### src/rtl/serial_sub_pkg.sv
`default_nettype none
// +----------------------------------------------------------------+
// | serial_sub_pkg : shared width default and FSM state encoding   |
// | Rev 1.0                                                        |
// +----------------------------------------------------------------+
package serial_sub_pkg;

  localparam int DEFAULT_WIDTH = 8;

  typedef logic [1:0] state_t;

  // 2'd3 is unused and recovers to IDLE.
  localparam logic [1:0] ST_IDLE = 2'd0;
  localparam logic [1:0] ST_RUN  = 2'd1;
  localparam logic [1:0] ST_DONE = 2'd2;

endpackage
`default_nettype wire

### src/rtl/full_subtractor.sv
`default_nettype none
// +----------------------------------------------------------------+
// | full_subtractor : 1-bit gate-level full subtractor cell        |
// | Rev 1.0                                                        |
// +----------------------------------------------------------------+
module full_subtractor (
  input  logic x,
  input  logic y,
  input  logic bin,
  output logic d,
  output logic bout
);

  wire x_xor_y;
  wire x_n;
  wire xy_n;
  wire brw_gen;
  wire brw_prop;

  xor u_xor_xy  (x_xor_y, x, y);
  xor u_xor_d   (d, x_xor_y, bin);

  // Borrow generated when x=0,y=1; propagated when x==y and a borrow comes in.
  not u_not_x   (x_n, x);
  and u_and_gen (brw_gen, x_n, y);
  not u_not_xy  (xy_n, x_xor_y);
  and u_and_prp (brw_prop, xy_n, bin);
  or  u_or_bout (bout, brw_gen, brw_prop);

endmodule
`default_nettype wire

### src/rtl/serial_subtractor.sv
`default_nettype none
// +----------------------------------------------------------------+
// | serial_subtractor : bit-serial A-B, LSB first, valid/ready I/O |
// | Rev 1.0                                                        |
// +----------------------------------------------------------------+
module serial_subtractor
  import serial_sub_pkg::*;
#(
  parameter int WIDTH = DEFAULT_WIDTH
) (
  input  logic             clk,
  input  logic             rst_n,
  input  logic             in_valid,
  output logic             in_ready,
  input  logic [WIDTH-1:0] a,
  input  logic [WIDTH-1:0] b,
  output logic             out_valid,
  input  logic             out_ready,
  output logic [WIDTH-1:0] diff,
  output logic             borrow_out
);

  localparam int             CW       = $clog2(WIDTH) + 1;
  localparam logic [CW-1:0]  LAST_BIT = CW'(WIDTH - 1);

  state_t           state_q, state_d;
  logic [WIDTH-1:0] sa_q, sa_d;
  logic [WIDTH-1:0] sb_q, sb_d;
  logic [WIDTH-1:0] sd_q, sd_d;
  logic             borrow_q, borrow_d;
  logic [CW-1:0]    cnt_q, cnt_d;
  logic [WIDTH-1:0] diff_q, diff_d;
  logic             borrow_out_q, borrow_out_d;

  logic             fs_d;
  logic             fs_bout;

  full_subtractor u_cell (
    .x    (sa_q[0]),
    .y    (sb_q[0]),
    .bin  (borrow_q),
    .d    (fs_d),
    .bout (fs_bout)
  );

  always_comb begin
    state_d      = state_q;
    sa_d         = sa_q;
    sb_d         = sb_q;
    sd_d         = sd_q;
    borrow_d     = borrow_q;
    cnt_d        = cnt_q;
    diff_d       = diff_q;
    borrow_out_d = borrow_out_q;

    case (state_q)
      ST_IDLE: begin
        if (in_valid) begin
          sa_d     = a;
          sb_d     = b;
          borrow_d = 1'b0;
          cnt_d    = '0;
          state_d  = ST_RUN;
        end
      end
      ST_RUN: begin
        sa_d     = sa_q >> 1;
        sb_d     = sb_q >> 1;
        sd_d     = {fs_d, sd_q[WIDTH-1:1]};
        borrow_d = fs_bout;
        cnt_d    = cnt_q + 1'b1;
        // Last bit: publish the result including the bit computed now.
        if (cnt_q == LAST_BIT) begin
          diff_d       = {fs_d, sd_q[WIDTH-1:1]};
          borrow_out_d = fs_bout;
          state_d      = ST_DONE;
        end
      end
      ST_DONE: begin
        if (out_ready) begin
          state_d = ST_IDLE;
        end
      end
      default: begin
        state_d = ST_IDLE;
      end
    endcase
  end

  always_ff @(posedge clk or negedge rst_n) begin
    if (!rst_n) begin
      state_q      <= ST_IDLE;
      sa_q         <= '0;
      sb_q         <= '0;
      sd_q         <= '0;
      borrow_q     <= 1'b0;
      cnt_q        <= '0;
      diff_q       <= '0;
      borrow_out_q <= 1'b0;
    end else begin
      state_q      <= state_d;
      sa_q         <= sa_d;
      sb_q         <= sb_d;
      sd_q         <= sd_d;
      borrow_q     <= borrow_d;
      cnt_q        <= cnt_d;
      diff_q       <= diff_d;
      borrow_out_q <= borrow_out_d;
    end
  end

  assign in_ready   = (state_q == ST_IDLE);
  assign out_valid  = (state_q == ST_DONE);
  assign diff       = diff_q;
  assign borrow_out = borrow_out_q;

endmodule
`default_nettype wire
### config.mk
export PLATFORM = sky130hd
export DESIGN_NAME = serial_subtractor
export DESIGN_NICKNAME = d
export VERILOG_FILES = /design/src/rtl/serial_sub_pkg.sv /design/src/rtl/full_subtractor.sv /design/src/rtl/serial_subtractor.sv
export SDC_FILE = /design/constraint.sdc
export NUM_CORES = 1
export LEC_CHECK = 0
export ABC_AREA = 1
export BUFFER_PORTS_ARGS = -buffer_cell sky130_fd_sc_hd__clkbuf_2
export CAP_MARGIN = 15
export CORE_ASPECT_RATIO = 0.7
export CORE_UTILIZATION = 55
export CTS_CLUSTER_SIZE = 16
export DETAILED_ROUTE_END_ITERATION = 6
export MAX_ROUTING_LAYER = met4
export PLACE_DENSITY = 0.75
export REMOVE_ABC_BUFFERS = 1
export SKIP_LAST_GASP = 1
export SYNTH_ARGS = -nofsm -noshare
export SYNTH_HDL_FRONTEND = slang
export SYNTH_SLANG_ARGS = --single-unit
### constraint.sdc
create_clock -name clk -period 2.15 [get_ports clk]
set_clock_uncertainty 0.2 [all_clocks]
set_input_delay 0.43 -clock clk [delete_from_list [all_inputs] [get_ports clk]]
set_output_delay 0.43 -clock clk [all_outputs]
set_load 0.02 [all_outputs]
==> impl_metrics.toml, run 1 <==
[logic_synthesis]
ys_warn_count = 0
synthMuxAreaShare = 0
yosys-top-cells-count = "nand2_1, nand3_1, dfrtp_1"
yosysUniqueCellTypes = 19
synth_top_family_by_area = "simple AND/OR/NAND/NOR gates"
synthSimpleGateAreaFrac = 0.3145
yosys_register_bits = 39
synthCells = 194
synth-compound-area-share = 0.03446
syn_area_sq_um = 1707
synthAdderAreaFrac = 0.01906
synth_most_common_cell = "nand2_1"
yosysTopAreaCell = "dfrtp_1"
async_reset_ff_frac = 1.000
synth_xor_area_frac = 0
synth_top_flop_cell = "dfrtp_1"
synth_top_cells_by_area = "dfrtp_1, nand3_1, nand2_1"
synth_top_area_share = 0.5718
synth-seq-area-share = 0.5718
synth.avg_cell_area_sq_um = 8.797
synth_edf_count = 0

[sta]
hold_ws_ns = 0.1287
fin_crit_sh = 0.8106
fin_crit_ns = 1.743
finalSetupViolCount = 0
slew_violations = 0
setup-tns-final_ns = 0
tightest_slew_ns = 0.7264
report.final.hold_viol_count = 0
rsz0062_at_grt = "no"
fmax_mhz = 573.8
slew_headroom = 0.5146

[floorplanning]
dieArea_sq_um = 3333
die_y_microns = 48.61
coreArea_sq_um = 2863
die_x_microns = 68.58
io_pins = 31
start_util = 0.5962
rows = 16

[routing]
met2_wirelength_microns = 1569
routed_wl_microns = 3480
drt-pass1-iter-count = 4
drt-initial-drc-count = 109
highest_layer = "met4"
drtAntennaViolNets = 0
wl_met3_microns = 229
vias_per_cell = 5.458
drc = 0
wl_per_cell_microns = 13.28
wirelength_met1_microns = 1639
num_vias = 1430

[setup_path]
max_stage_delay_ns = 0.42
r2r_setup_slack_ns = 0.48
path_buf_inv = 1
cpMaxStageDelayCell = "dfrtp_1"
critPathLaunchType = "flop"
critical_path_class = "flop to primary output"
critPathTopFamily = "flip-flops"
endpoint_kind = "primary output"
worstPathMaxFanout = 4
crit_required_ns = 1.52
cp.arrival_ns = 1.11
worstPathCellList = "nor2_1 > clkbuf_2"

[power_and_ir_drop]
p_total_uw = 2742
seq_power_share = 0.450
swShare = 0.4057
p_int_uw = 1630
power.share.combinational = 0.389
ir_drop_mv = 0.9062
p_leak_uw = 0.001041
pwr-share-clk = 0.162
p_per_area_nw_per_um2 = 1395
power_switching_uw = 1112

[status]
status = "completed"

[min_path]
hold_class = "primary input to flop"

[final_layout]
final_util = 0.6866
num_antenna_cells = 0
nNetsFinal = 249
area_growth_pct = 15.18
drive_gt1_frac = 0.1858

[global_route]
grt_max_degree = 30
grtUsageTotal = 0.2453
grt_first_pass_wirelength_microns = 5837
grt_overflow = 0
first_global_vias = 1325
antenna_found_initial = 0

[cts]
cts_tree = "done"
ctsResizeCount = 0
clkSinkCount = 39
cts.clk_slew.worst_paths_ns = 0.07
cts_made_buffers = 5
cts_buffer_depth = 2
insertion_delay_ns = 0.29
cts_setup_buffers = 0
postCtsHoldBufs = 1
clock-root-buffer = "clkbuf_8"
cts_htree_levels = 2

[placed_design]
place_hpwl_microns = 2477
place.port_buffers = 30
gp_congestion = 0.7982

[flow_run]
drv_cap = 0
## stage by stage
| stage | area, sq um | worst slack [ns] | std cells |
|---|---|---|---|
| after floorplan | 1638 | 0.004901 | 184 |
| after global placement | 1883 | 0.3642 | 255 |
| after detailed placement | 1883 | 0.2471 | 255 |
| after CTS | 1966 | 0.3910 | 262 |
| after global routing | 1966 | 0.2966 | 262 |
| final | 1966 | 0.4071 | 262 |
## power groups by stage
stage                     clock network [uW]  logic [uW]  registers (uW)
final                                    443        1070            1230
after CTS                                455        1070            1230
after global placement                     0        1020            1220
after floorplan                            0         631            1270
after global routing                     481        1210            1270
after detailed placement                   0        1070            1240
## cell type report
class | instances | area (sq um)
Inverter | 9 | 33.78
Clock buffer | 6 | 72.57
Multi-Input combinational cell | 136 | 628.1
Sequential cell | 39 | 975.9
Tap cell | 36 | 45.04
Fill cell | 240 | 897.1
Timing Repair Buffer | 36 | 210.2
## layout by cell type (no fill, tap or decap), types with 3 or more instances in the layout
cell type / instances
buf_4: 4
o21ai_1: 3
nor2_1: 6
clkbuf_2: 30
nand2_1: 64
dfrtp_1: 39
inv_1: 9
nand3_1: 50
o21ai_0: 5
clkbuf_8: 5
## sequential cells by signal (all words and copies together), names as in the netlist
name        cells
borrow_out      1
borrow_q        1
sd_q            7
cnt_q           4
diff            8
sb_q            8
sa_q            8
state_q         2
## per-layer routing
metal / track usage / vias to the layer above
met2: 0.3464 / 39
met5: - / -
met3: 0.06368 / 6
met4: 0.08333 / 0
met1: 0.3422 / 689
li1: - / 696
## path summary, 6_finish.rpt
check	cells after the start	from	end
setup reg to reg	6	state_q[1]	cnt_q[2]
min in group asynchronous	2	rst_n	diff[6]
max in group asynchronous	3	rst_n	sd_q[3]
hold reg to reg	2	diff[2]	diff[2]
hold / removal	2	out_ready	state_q[1]
setup / recovery	2	state_q[0]	in_ready
## cell families (layout without fill, tap and decap cells)
group | after synthesis | in the layout
fa+ha+maj | 2 | 2
compound gates | 11 | 11
buf+inv | 19 | 51
flops | 39 | 39
simple gates | 123 | 123
Power figures use the tool's default switching activity.
==> run 2, diff against run 1 <==
CORE_UTILIZATION = 49   (was 55)
PLACE_DENSITY = 0.7   (was 0.75)
clock period = 1.45 ns   (was 2.15 ns; I/O delays follow)
==> impl_metrics.toml, run 2 (synthesis results as in run 1) <==
[min_path]
hold_class = "primary input to flop"
holdPathStages = 3
hp-start = "a[7]"
worst_hold_path.endpoint = "sa_q[7]"

[setup_path]
r2r-start = "state_q[1]"
worstPathMaxFanout = 4
worst-r2r-cell-count = 7
endpoint_kind = "primary output"
critical_path_class = "flop to primary output"
crit_required_ns = 0.96
cp.arrival_ns = 1.01
critPathLaunchType = "flop"
reg2reg_to = "sb_q[7]"
r2r_setup_slack_ns = 0.02

[placed_design]
place.port_buffers = 30
place_hpwl_microns = 2614
placed_cells = 272
dpl_cell_area_sq_um = 1967
gp_congestion = 0.7765

[routing]
drt-pass1-iter-count = 4
num_vias = 1488
wl_per_cell_microns = 13.29
vias_per_cell = 5.203
drt-initial-drc-count = 133
drtAntennaViolNets = 0
routed_wl_microns = 3802
drc = 0

[flow_run]
drv_cap = 0

[cts]
cts_made_buffers = 5
clkSinkCount = 39
cts_htree_levels = 2
cts_buffer_depth = 2
cts.clk_slew.worst_paths_ns = 0.07
clock-root-buffer = "clkbuf_8"
insertion_delay_ns = 0.29
cts_tree = "done"

[global_route]
antenna_found_initial = 0
met3_usage = 0.06114
grt_max_degree = 40
first_global_vias = 1411
grt_overflow = 0
grtUsageTotal = 0.2370
grt_first_pass_wirelength_microns = 6341
grt.met1_usage = 0.3030
top_usage_layer = "met2"
grt_use_met2 = 0.3692

[final_layout]
stdcell_count = 286
finalInstanceArea_sq_um = 2170
final_common_cell = "nand2_1"
final_cell_mix = "nand2_1, nand3_1, dfrtp_1"
num_antenna_cells = 0
area_growth_pct = 27.13
nNetsFinal = 261
drive_gt1_frac = 0.2552

[sta]
tightest_slew_ns = 0.2910
slew_headroom = 0.8043
fin_crit_ns = 1.498
finalSetupViolCount = 2
setup-tns-final_ns = -0.09308
fmax_mhz = 667.5
worst_slack_ns = -0.04812
fin_crit_sh = 1.033
report.final.hold_viol_count = 0
rsz0062_at_grt = "yes"
slew_violations = 0

[floorplanning]
io_pins = 31
coreArea_sq_um = 3233
die_x_microns = 72.54
dieArea_sq_um = 3727
start_util = 0.5279
die_y_microns = 51.38
rows = 17

[power_and_ir_drop]
p_leak_uw = 0.001118
p_per_area_nw_per_um2 = 2097
ir_drop_mv = 1.200
p_total_uw = 4549

[status]
status = "finished, violations left"
violations = "negative setup slack"
## run 2: cell types whose count changed in the layout (fill, tap and decap cells not counted), sizes merged
cell / change
buf: +11
clkbuf: -2
clkinv: +1
dlygate4sd3: +1
nand2: +1
nor2: +1
## run 2: worst max path at each step
stage | slack (ns) | startpoint | endpoint
finish | -0.05 | state_q[0] | in_ready
CTS | -0.07 | state_q[0] | in_ready
global route | -0.09 | state_q[0] | in_ready
detailed placement | -0.01 | cnt_q[1] | diff[4]
global placement | 0.05 | cnt_q[1] | diff[4]
floorplan | -0.70 | state_q[1] | borrow_out
## run 2: repair_timing
action / CTS / global route
hold buffers: 2 / 0
endpoints found under the hold margin: 40 / 0
buffers inserted: 0 / 3
cloned: 1 / 1
gates resized for setup: 6 / 13
pin swaps: 1 / 2
setup endpoints to repair: 9 / 18
## run 2: per-stage QoR
step / hold slack, ns / utilization / worst slack (ns)
5_1_grt: 0.02640 / 0.6711 / -0.09107
3_5_place_dp: 0.07518 / 0.6084 / -0.01177
6_report: 0.01176 / 0.6711 / -0.04812
2_1_floorplan: -0.2056 / - / -0.6951
3_3_place_gp: 0.07275 / 0.6084 / 0.05235
4_1_cts: 0.008491 / 0.6478 / -0.07261
## run 2: layout make-up
type,count,area (sq um)
clock buffers,6,82.58
flip-flops and latches,39,975.9
repair buffers,46,332.8
well taps,47,58.81
multi-input cells,138,678.2
inverters,9,36.28
clock inverters,1,5.005
fillers,291,1064
## run 2: per-layer routing
layer / wire length (microns) / part of all wire / up-vias
met5: 0 / 0 / -
met4: 25 / 0.0066 / 0
met3: 221 / 0.058 / 4
met2: 1848 / 0.49 / 39
met1: 1707 / 0.45 / 720
li1: - / - / 725
## run 2: where the power goes
part / internal (uW) / leakage [uW] / switching (uW)
Clock: 373 / 0.0000470 / 365
Combinational: 818 / 0.000569 / 1150
Sequential: 1530 / 0.000502 / 304
Total: 2730 / 0.00112 / 1820
## run 2: worst max-delay path: stages (launching register included)
cell	delay, ns
dfrtp_1	0.43
nor2_4	0.16
buf_8	0.12
